==> src/rtl/btn_run_ctrl_pkg.sv <==
`default_nettype none
// ============================================================================
// Module      : btn_run_ctrl_pkg
// Description : Shared definitions for the run/stop button controller and the
//               display / counter stages that consume its state.
//               - run_state_t : FSM state encoding (STOP = 0, RUN = 1)
//               - default clock, sample-rate and debounce-depth constants
//               - calc_div    : prescaler divide ratio helper
// Revision    : 1.0 - initial release
// ============================================================================
package btn_run_ctrl_pkg;

    typedef enum logic {
        STOP = 1'b0,
        RUN  = 1'b1
    } run_state_t;

    localparam int unsigned c_clk_hz_default     = 100_000_000;
    localparam int unsigned c_sample_hz_default  = 1000;
    localparam int unsigned c_db_samples_default = 8;

    // Clock cycles per debounce sample; never below 1 so the prescaler
    // always has a legal terminal count.
    function automatic int unsigned calc_div(input int unsigned clk_hz,
                                             input int unsigned sample_hz);
        int unsigned div;
        div = (sample_hz == 0) ? 1 : (clk_hz / sample_hz);
        return (div == 0) ? 1 : div;
    endfunction

endpackage

`default_nettype wire

==> src/rtl/btn_run_ctrl_if.sv <==
`default_nettype none
// ============================================================================
// Module      : btn_run_ctrl_if
// Description : Button / control bundle between the push-buttons and the
//               downstream counter.
//   btn_run  : raw run/stop push-button, active-high
//   btn_clr  : raw clear push-button, active-high
//   run_stop : hold request, 1 = hold count, 0 = count
//   clr      : one-cycle clear pulse
//   state    : FSM state, 0 = STOP, 1 = RUN
//   master : drives the buttons, observes the controls
//   slave  : the controller (btn_run_ctrl)
// Revision    : 1.0 - initial release
// ============================================================================
interface btn_run_ctrl_if;

    logic btn_run;
    logic btn_clr;
    logic run_stop;
    logic clr;
    logic state;

    modport master (
        output btn_run,
        output btn_clr,
        input  run_stop,
        input  clr,
        input  state
    );

    modport slave (
        input  btn_run,
        input  btn_clr,
        output run_stop,
        output clr,
        output state
    );

endinterface

`default_nettype wire

==> src/rtl/btn_run_ctrl_debounce.sv <==
`default_nettype none
// ============================================================================
// Module      : btn_debounce
// Description : One push-button channel: 2-flop synchronizer, sample history,
//               hysteretic debounced level and a registered press pulse.
//   clk   : system clock
//   rst   : asynchronous active-low reset
//   tick  : shared sample strobe from the prescaler
//   btn   : raw asynchronous button, active-high
//   press : one-cycle pulse on each debounced 0->1 transition
// Revision    : 1.0 - initial release
// ============================================================================
module btn_debounce #(
    parameter int unsigned DB_SAMPLES = 8
) (
    input  wire logic clk,
    input  wire logic rst,
    input  wire logic tick,
    input  wire logic btn,
    output logic      press
);

    logic                  r_sync1;
    logic                  r_sync2;
    logic [DB_SAMPLES-1:0] r_hist;
    logic                  r_level;
    logic                  r_press;
    logic                  w_level_next;

    // Level only moves on a unanimous history, otherwise it holds, so any
    // bounce shorter than the history window is ignored.
    always_comb begin
        w_level_next = r_level;
        if (&r_hist) begin
            w_level_next = 1'b1;
        end else if (~|r_hist) begin
            w_level_next = 1'b0;
        end
    end

    always_ff @(posedge clk or negedge rst) begin
        if (!rst) begin
            r_sync1 <= 1'b0;
            r_sync2 <= 1'b0;
            r_hist  <= '0;
            r_level <= 1'b0;
            r_press <= 1'b0;
        end else begin
            r_sync1 <= btn;
            r_sync2 <= r_sync1;
            if (tick) begin
                r_hist <= (r_hist << 1) | DB_SAMPLES'(r_sync2);
            end
            r_level <= w_level_next;
            // Pulse is registered alongside the level update, so it lasts
            // exactly one cycle and a held button cannot retrigger it.
            r_press <= w_level_next & ~r_level;
        end
    end

    assign press = r_press;

endmodule

`default_nettype wire

==> src/rtl/btn_run_ctrl_prescaler.sv <==
`default_nettype none
// ============================================================================
// Module      : btn_prescaler
// Description : Free-running divider producing the shared debounce sample
//               tick. Counts 0..DIV-1 and wraps; tick is high for the single
//               cycle in which the counter holds its terminal value.
//   clk  : system clock
//   rst  : asynchronous active-low reset
//   tick : one-cycle sample strobe
// Revision    : 1.0 - initial release
// ============================================================================
module btn_prescaler #(
    parameter int unsigned DIV = 10
) (
    input  wire logic clk,
    input  wire logic rst,
    output logic      tick
);

    localparam int unsigned c_cnt_w = (DIV > 1) ? $clog2(DIV) : 1;

    logic [c_cnt_w-1:0] r_cnt;
    logic               w_terminal;

    assign w_terminal = (r_cnt == c_cnt_w'(DIV - 1));
    assign tick       = w_terminal;

    always_ff @(posedge clk or negedge rst) begin
        if (!rst) begin
            r_cnt <= '0;
        end else if (w_terminal) begin
            r_cnt <= '0;
        end else begin
            r_cnt <= r_cnt + 1'b1;
        end
    end

endmodule

`default_nettype wire

==> src/rtl/btn_run_ctrl.sv <==
`default_nettype none
// ============================================================================
// Module      : btn_run_ctrl
// Description : Run/stop/clear controller for a counter. Two debounced
//               push-buttons drive a STOP/RUN FSM with registered outputs.
//   clk  : system clock, rising edge
//   rst  : asynchronous active-low reset
//   bus  : btn_run_ctrl_if.slave
//          btn_run, btn_clr (in)  raw active-high buttons
//          run_stop (out)         1 = hold count (STOP), 0 = count (RUN)
//          clr (out)              one-cycle clear pulse
//          state (out)            0 = STOP, 1 = RUN
// Revision    : 1.0 - initial release
// ============================================================================
module btn_run_ctrl
    import btn_run_ctrl_pkg::*;
#(
    parameter int unsigned CLK_HZ     = c_clk_hz_default,
    parameter int unsigned SAMPLE_HZ  = c_sample_hz_default,
    parameter int unsigned DB_SAMPLES = c_db_samples_default
) (
    input  wire logic      clk,
    input  wire logic      rst,
    btn_run_ctrl_if.slave  bus
);

    localparam int unsigned c_div = calc_div(CLK_HZ, SAMPLE_HZ);

    logic       w_tick;
    logic       w_run_press;
    logic       w_clr_press;
    run_state_t r_state;
    logic       r_run_stop;
    logic       r_clr;

    btn_prescaler #(
        .DIV (c_div)
    ) u_prescaler (
        .clk  (clk),
        .rst  (rst),
        .tick (w_tick)
    );

    btn_debounce #(
        .DB_SAMPLES (DB_SAMPLES)
    ) u_db_run (
        .clk   (clk),
        .rst   (rst),
        .tick  (w_tick),
        .btn   (bus.btn_run),
        .press (w_run_press)
    );

    btn_debounce #(
        .DB_SAMPLES (DB_SAMPLES)
    ) u_db_clr (
        .clk   (clk),
        .rst   (rst),
        .tick  (w_tick),
        .btn   (bus.btn_clr),
        .press (w_clr_press)
    );

    // Clear has priority over run: a coincident run press is discarded.
    always_ff @(posedge clk or negedge rst) begin
        if (!rst) begin
            r_state    <= STOP;
            r_run_stop <= 1'b1;
            r_clr      <= 1'b0;
        end else begin
            r_clr <= w_clr_press;
            if (w_clr_press) begin
                r_state    <= STOP;
                r_run_stop <= 1'b1;
            end else if (w_run_press) begin
                case (r_state)
                    STOP: begin
                        r_state    <= RUN;
                        r_run_stop <= 1'b0;
                    end
                    RUN: begin
                        r_state    <= STOP;
                        r_run_stop <= 1'b1;
                    end
                    default: begin
                        r_state    <= STOP;
                        r_run_stop <= 1'b1;
                    end
                endcase
            end
        end
    end

    assign bus.run_stop = r_run_stop;
    assign bus.clr      = r_clr;
    assign bus.state    = r_state;

endmodule

`default_nettype wire

==> src/flat_wrapper.sv <==
// flat-port wrapper written by rule: the top's interface ports become plain ports
module btn_run_ctrl_flat import btn_run_ctrl_pkg::*;
#(
    parameter int unsigned CLK_HZ     = c_clk_hz_default,
    parameter int unsigned SAMPLE_HZ  = c_sample_hz_default,
    parameter int unsigned DB_SAMPLES = c_db_samples_default
)
  (clk, rst, bus_btn_run, bus_btn_clr, bus_run_stop, bus_clr, bus_state);
  btn_run_ctrl_if bus_i ();
  input  wire logic clk;
  input  wire logic rst;
  input wire logic [$bits(bus_i.btn_run)-1:0] bus_btn_run;
  input wire logic [$bits(bus_i.btn_clr)-1:0] bus_btn_clr;
  output wire logic [$bits(bus_i.run_stop)-1:0] bus_run_stop;
  output wire logic [$bits(bus_i.clr)-1:0] bus_clr;
  output wire logic [$bits(bus_i.state)-1:0] bus_state;
  assign bus_i.btn_run = bus_btn_run;
  assign bus_i.btn_clr = bus_btn_clr;
  assign bus_run_stop = bus_i.run_stop;
  assign bus_clr = bus_i.clr;
  assign bus_state = bus_i.state;
  btn_run_ctrl #(.CLK_HZ(CLK_HZ), .SAMPLE_HZ(SAMPLE_HZ), .DB_SAMPLES(DB_SAMPLES)) u_core (.clk(clk), .rst(rst), .bus(bus_i));
endmodule
==> config.mk <==
export PLATFORM = sky130hd
export DESIGN_NAME = btn_run_ctrl_flat
export DESIGN_NICKNAME = d
export VERILOG_FILES = /design/src/rtl/btn_run_ctrl_pkg.sv /design/src/rtl/btn_run_ctrl_if.sv /design/src/rtl/btn_run_ctrl_debounce.sv /design/src/rtl/btn_run_ctrl_prescaler.sv /design/src/rtl/btn_run_ctrl.sv /design/src/flat_wrapper.sv
export SDC_FILE = /design/constraint.sdc
export NUM_CORES = 1
export LEC_CHECK = 0
export BUFFER_PORTS_ARGS = -buffer_cell sky130_fd_sc_hd__buf_4
export CORE_MARGIN = 2
export CORE_UTILIZATION = 59
export DETAILED_ROUTE_END_ITERATION = 7
export PLACE_DENSITY_LB_ADDON = 0.3
export SYNTH_ARGS = -nofsm -noshare
export SYNTH_HDL_FRONTEND = slang
export SYNTH_SLANG_ARGS = --single-unit
==> constraint.sdc <==
create_clock -name clk -period 2.56 [get_ports clk]
set_clock_uncertainty 0.2 [all_clocks]
set_input_delay 0.512 -clock clk [delete_from_list [all_inputs] [get_ports clk]]
set_output_delay 0.512 -clock clk [all_outputs]
set_load 0.02 [all_outputs]
==> results of run 1 <==
cell families after synthesis:
| logic type | Yosys count | synth area share [%] |
|---|---|---|
| DFF | 44 | 59.8 |
| muxes | 16 | 11.6 |
| adders and majority gates | 1 | 0.679 |
| buffers and inverters | 2 | 0.814 |
| and+or+nand+nor | 51 | 17.7 |
| AOI/OAI and AO/OA | 7 | 2.24 |
| xor gates and xnor gates | 15 | 7.13 |
worst min path at each step:
stage,to,slack [ns],startpoint,depth (start not counted)
finish,u_core.u_db_clr.r_sync1,0.05,bus_btn_clr,1
global route,u_core.u_db_clr.r_sync1,0.02,bus_btn_clr,1
CTS,u_core.u_db_clr.r_sync1,0.04,bus_btn_clr,1
detailed placement,u_core.u_db_clr.r_sync2,0.14,u_core.u_db_clr.r_sync1,0
global placement,u_core.u_db_clr.r_sync2,0.14,u_core.u_db_clr.r_sync1,0
floorplan,u_core.bus.clr,0.02,rst,0
layout make-up:
| type | count | share of cell area (%) |
|---|---|---|
| Multi-Input combinational cell | 90 | 36.6 |
| Inverter | 1 | 0.189 |
| Clock inverter | 2 | 0.631 |
| Timing Repair Buffer | 7 | 2.78 |
| Sequential cell | 44 | 55.6 |
| Clock buffer | 6 | 2.08 |
| Tap cell | 33 | 2.08 |
stage by stage:
stage,worst slack [ns],std cells
2_1_floorplan,0.745,136
3_3_place_gp,0.652,174
3_5_place_dp,0.555,174
4_1_cts,0.554,183
5_1_grt,0.458,183
6_report,0.556,183
metal layers:
layer,wire length (um),vias to the layer above
met5,0,-
met4,38,0
met3,98,6
met2,1220,13
met1,1340,546
li1,-,524
timing repair:
action | 4_1_cts | 5_1_grt
setup buffers | 0 | 0
endpoints found under the setup margin | 0 | 0
hold buffers | 1 | 0
endpoints found under the hold margin | 43 | 0
cell usage in the layout (no fill, tap or decap), types with 3 or more instances in the layout:
master and count:
and3_1 3, xor2_1 9, dfrtp_1 43, or4_1 5
buf_4 6, xnor2_1 6, clkbuf_4 5, mux2_2 7
o21ai_0 4, nor3_1 4, mux2_4 9, nand3_1 5
nand4_1 11, nand2_1 4, nor2_1 10
worst max-delay path, delay by kind of cell (launching register included):
| family | cells | cell delay (ns) |
|---|---|---|
| fa+ha+maj | 1 | 0.23 |
| flops | 1 | 0.38 |
| mux | 1 | 0.41 |
| simple gates | 2 | 0.69 |
power groups by stage:
stage | logic, mW | clock network (mW) | registers (mW)
3_3_place_gp | 0.0161 | 0 | 0.712
2_1_floorplan | 0.0000519 | 0 | 0.712
3_5_place_dp | 0.0169 | 0 | 0.712
5_1_grt | 0.0198 | 0.360 | 0.699
4_1_cts | 0.0180 | 0.329 | 0.699
6_report | 0.0167 | 0.324 | 0.699
==> results.yml, run 1 <==
power:
  p_total_mw: 1.04
  cellLeakagePower_nw: 0.986
  seqPwrFrac_pct: 67.2
  p_comb_share_pct: 1.6
  clockPowerShare_pct: 31.2
  powerDensity_mw_per_mm2: 524
  p_int_uw: 808
  vdd_drop_max_mv: 0.442
  swShare_pct: 22.2
  p_sw_uw: 231
floorplan:
  start_util_pct: 61.4
  die-width_um: 59.9
  pin_count: 7
  dieHeight_um: 59.9
  core_sq_mm: 0.00300
  die_area_sq_mm: 0.00359
  rows: 20
timing:
  setup_viol: 0
  relSlewSlack_pct: 60.7
  period_needed_ns: 2.00
  timing.fmax_ghz: 0.499
  fin_crit_sh_pct: 78.3
  hold_viol: 0
  timing.hold.ws_ns: 0.0496
  rsz0062_at_grt: "false"
  tightest_slew_ns: 0.587
  fin_tns_setup_ns: 0
  report.final.slew_viol_count: 0
setup_path:
  reg2regPathDepth: 4
  start_kind: "flip-flop"
  critPathLaunch: "u_core.u_prescaler.r_cnt[0]"
  slowest_delay_ns: 0.41
  cp.required_ns: 2.61
  path_class: "reg -> reg"
  cp_max_fo: 17
  slowest_stage: "mux2_4"
  endpoint_kind: "flip-flop"
  crit_path_end: "u_core.u_db_run.r_hist[0]"
  path_cells: "ha_1 -> and4_1 -> nand4_4 -> mux2_4"
  ff2ff_setup_slack_ns: 0.56
  cp.arrival_ns: 2.05
  reg2reg_from: "u_core.u_prescaler.r_cnt[0]"
  timing.rr.end: "u_core.u_db_run.r_hist[0]"
logic_synthesis:
  post-synth-top-area-cell: "dfrtp_1"
  async_reset_ff_share_pct: 100
  ys_seq_area_share_pct: 59.8
  synth-edff-count: 0
  synthesis.nets: 141
  ys_ff_latch: 44
  yosys_warnings: 0
  synthCells: 136
  synth_cell_types: 27
  synth.top_cells.by_area: "dfrtp_1, mux2_4, mux2_2"
  syn_area_sq_mm: 0.00184
  avgSynthCellArea_sq_um: 13.6
  ys.flop_type: "dfrtp_1"
  netlist.area_leader.share_pct: 58.4
  synth.most_common_cell: "dfrtp_1"
  synth_commonest_cells: "dfrtp_1, nand4_1, nor2_1"
cts:
  cts.htree.levels: 2
  clkSlewWorstSetupHoldPaths_ns: 0.12
  clock_sinks: 44
  cts_root_buf: "clkbuf_4"
  post_cts_resize_count: 0
  cts_tree: "built"
  clock_path_buffers: 2
  numCtsBuffers: 5
  clk-insertion-delay-late_ns: 0.36
route:
  wl_per_cell_um: 14.7
  ant_nets: 0
  drt_pass1_iterations: 3
  drt-initial-drc-count: 15
  wl_um: 2700
  dr_total_vias: 1089
  drcViolationCount: 0
  viasPerCell: 5.95
layout:
  fillers: 214
  regArea_sq_mm: 0.00110
  design_area_sq_mm: 0.00198
  nets: 154
  regMostFlops: "u_core.u_prescaler.r_cnt"
  diodes: 0
  multi_input_area_sq_um: 726
  areaGrowthSynthToFinish_pct: 7.54
  final_util_pct: 66.0
  largest_register_ffs: 17
  top_regs: "u_core.u_prescaler.r_cnt x17, u_core.u_db_clr.r_hist x8, u_core.u_db_run.r_hist x8"
  drive_above_1_share_pct: 22.7
global_routing:
  grt_max_degree: 45
  gr-usage-met2_pct: 26.7
  grt_pass1_wl_um: 4770
  grt_pass1_vias: 1049
  antenna_found_initial: 0
  grt_util_met1_pct: 24.5
  grt_overflow: 0
  grt_usage_pct: 18.5
  grt_most_used_layer: "met2"
  use_met3_pct: 7.79
status:
  status: "completed"
placed_design:
  gp_congestion: 0.799
  place_area_sq_mm: 0.00192
  portBuffers: 6
  dp_hpwl_um: 1810
worst_hold_path:
  hp-class: "in -> reg"
job:
  drv_cap: 0
Power figures use the tool's default switching activity.
==> inputs of run 2 (changes only) <==
==> constraint.sdc (replaced) <==
create_clock -name clk -period 2.1 [get_ports clk]
set_clock_uncertainty 0.2 [all_clocks]
set_input_delay 0.42 -clock clk [delete_from_list [all_inputs] [get_ports clk]]
set_output_delay 0.42 -clock clk [all_outputs]
set_load 0.02 [all_outputs]
==> run 2 against run 1 <==
Against the previous run:
- via count grew 2.7%
- combinational power grew 41%
- global-route usage grew 0.51 points
- power grew 36%
- count of clock-buffer cells in the layout shrank 1
- sequential share of layout area shrank 2.7 points
- critical endpoint is now u_core.u_db_run.r_hist[5]
- final cell count grew 3.8%
- worst hold slack gained 0.12 ns
- die area is the same
- register-to-register slack lost 0.31 ns
- largest cell class unchanged
- clock power grew 65%
- critical path type unchanged
==> results.yml, run 2 (synthesis results as in run 1) <==
setup_path:
  ff2ff_setup_slack_ns: 0.25
  cp_max_fo: 17
  cp.arrival_ns: 1.90
  cp.required_ns: 2.15
  endpoint_kind: "flip-flop"
  path_class: "reg -> reg"
  critPathLaunch: "u_core.u_prescaler.r_cnt[0]"
  start_kind: "flip-flop"
  reg2reg_from: "u_core.u_prescaler.r_cnt[0]"
placed_design:
  dp_hpwl_um: 1930
  gp_congestion: 0.807
  dp.cells: 178
  pre_cts_ws_ns: 0.0866
  portBuffers: 6
status:
  status: "completed"
route:
  ant_nets: 0
  drt_pass1_iterations: 4
  wl_per_cell_um: 14.3
  drcViolationCount: 0
  dr_total_vias: 1118
  wl_um: 2720
  viasPerCell: 5.88
  drt-initial-drc-count: 60
layout:
  diodes: 0
  areaGrowthSynthToFinish_pct: 13.0
  largest_register_ffs: 17
  final_common_cell: "dfrtp_1"
  final_util_pct: 69.3
  stdcell_count: 190
  drive_above_1_share_pct: 25.5
  top_regs: "u_core.u_prescaler.r_cnt x17, u_core.u_db_clr.r_hist x8, u_core.u_db_run.r_hist x8"
  nets: 161
  regMostFlops: "u_core.u_prescaler.r_cnt"
  final_cell_mix: "dfrtp_1, nand4_1, nor2_1, buf_4"
floorplan:
  die-width_um: 59.9
  rows: 20
  start_util_pct: 61.4
  pin_count: 7
  die_area_sq_mm: 0.00359
  dieHeight_um: 59.9
  core_sq_mm: 0.00300
timing:
  tightest_slew_ns: 0.530
  hold_viol: 0
  report.final.slew_viol_count: 0
  fin_crit_sh_pct: 88.2
  finalWorstSetupSlack_ns: 0.247
  period_needed_ns: 1.85
  timing.fmax_ghz: 0.540
  relSlewSlack_pct: 64.7
  fin_tns_setup_ns: 0
  setup_viol: 0
  rsz0062_at_grt: "false"
global_routing:
  grt_pass1_wl_um: 4930
  grt_usage_pct: 19.0
  antenna_found_initial: 0
  grt_max_degree: 45
  grt_pass1_vias: 1147
  grt_overflow: 0
power:
  powerDensity_mw_per_mm2: 676
  vdd_drop_max_mv: 0.500
  cellLeakagePower_nw: 1.04
  p_sw_uw: 296
  p_int_mw: 1.11
  seqPwrFrac_pct: 60.5
  swShare_pct: 21.0
  clockPowerShare_pct: 37.8
  p_comb_share_pct: 1.7
cts:
  post_cts_resize_count: 0
  clk-insertion-delay-late_ns: 0.36
  cts.htree.levels: 2
  cts_tree: "built"
  numCtsBuffers: 5
  clkSlewWorstSetupHoldPaths_ns: 0.12
  clock_path_buffers: 2
  clock_sinks: 44
  cts_root_buf: "clkbuf_4"
worst_hold_path:
  hp-start: "u_core.u_db_clr.r_sync1"
  hp-class: "reg -> reg"
job:
  drv_cap: 0
-- run 2: worst max-delay path, stage by stage (launching register included) --
cell and delay, ns:
dfrtp_1 0.41, ha_1 0.25, and4_1 0.28, nand4_4 0.10, buf_12 0.16, mux2_2 0.34
-- run 2: stage by stage --
| step | total power [mW] | hold slack [ns] | cell area (sq um) |
|---|---|---|---|
| global placement | 0.888 | 0.136 | 1950 |
| floorplan | 0.868 | -0.0756 | 1840 |
| finish | 1.41 | 0.165 | 2080 |
| detailed placement | 0.889 | 0.136 | 1950 |
| global route | 1.46 | 0.172 | 2080 |
| CTS | 1.43 | 0.165 | 2060 |
-- run 2: path summary, 6_finish.rpt --
path                       cells after the start                           to
setup / recovery                               5    u_core.u_db_run.r_hist[5]
hold / removal                                 0      u_core.u_db_clr.r_sync2
setup reg to reg                               5    u_core.u_db_run.r_hist[5]
hold reg to reg                                0      u_core.u_db_clr.r_sync2
max in group asynchronous                      2  u_core.u_prescaler.r_cnt[3]
min in group asynchronous                      2      u_core.u_db_clr.r_level
-- run 2: power groups by stage --
stage          clock, mW  sequential (mW)  combinational [mW]
2_1_floorplan          0            0.868           0.0000632
3_3_place_gp           0            0.868              0.0195
3_5_place_dp           0            0.868              0.0204
4_1_cts            0.553            0.852              0.0246
5_1_grt            0.579            0.853              0.0275
6_report           0.533            0.852              0.0235
-- run 2: final cells by class --
type / count / area, sq um
Sequential cell: 44 / 1100
Fill cell: 212 / 921
Timing Repair Buffer: 14 / 125
Clock inverter: 3 / 46.3
Clock buffer: 5 / 37.5
Inverter: 1 / 3.75
Multi-Input combinational cell: 90 / 726
Tap cell: 33 / 41.3
-- run 2: timing repair --
item	CTS	global route
hold buffers	3	0
setup endpoints to repair	0	14
hold endpoints to repair	45	0
buffers inserted	0	1
-- run 2: layer usage --
metal	track usage [%]	up-vias	part of all wire [%]
met1	23.6	560	48
met2	29.3	14	46
met3	7.36	8	3.3
met4	8.25	0	2.2
li1	-	536	-
met5	0	-	0
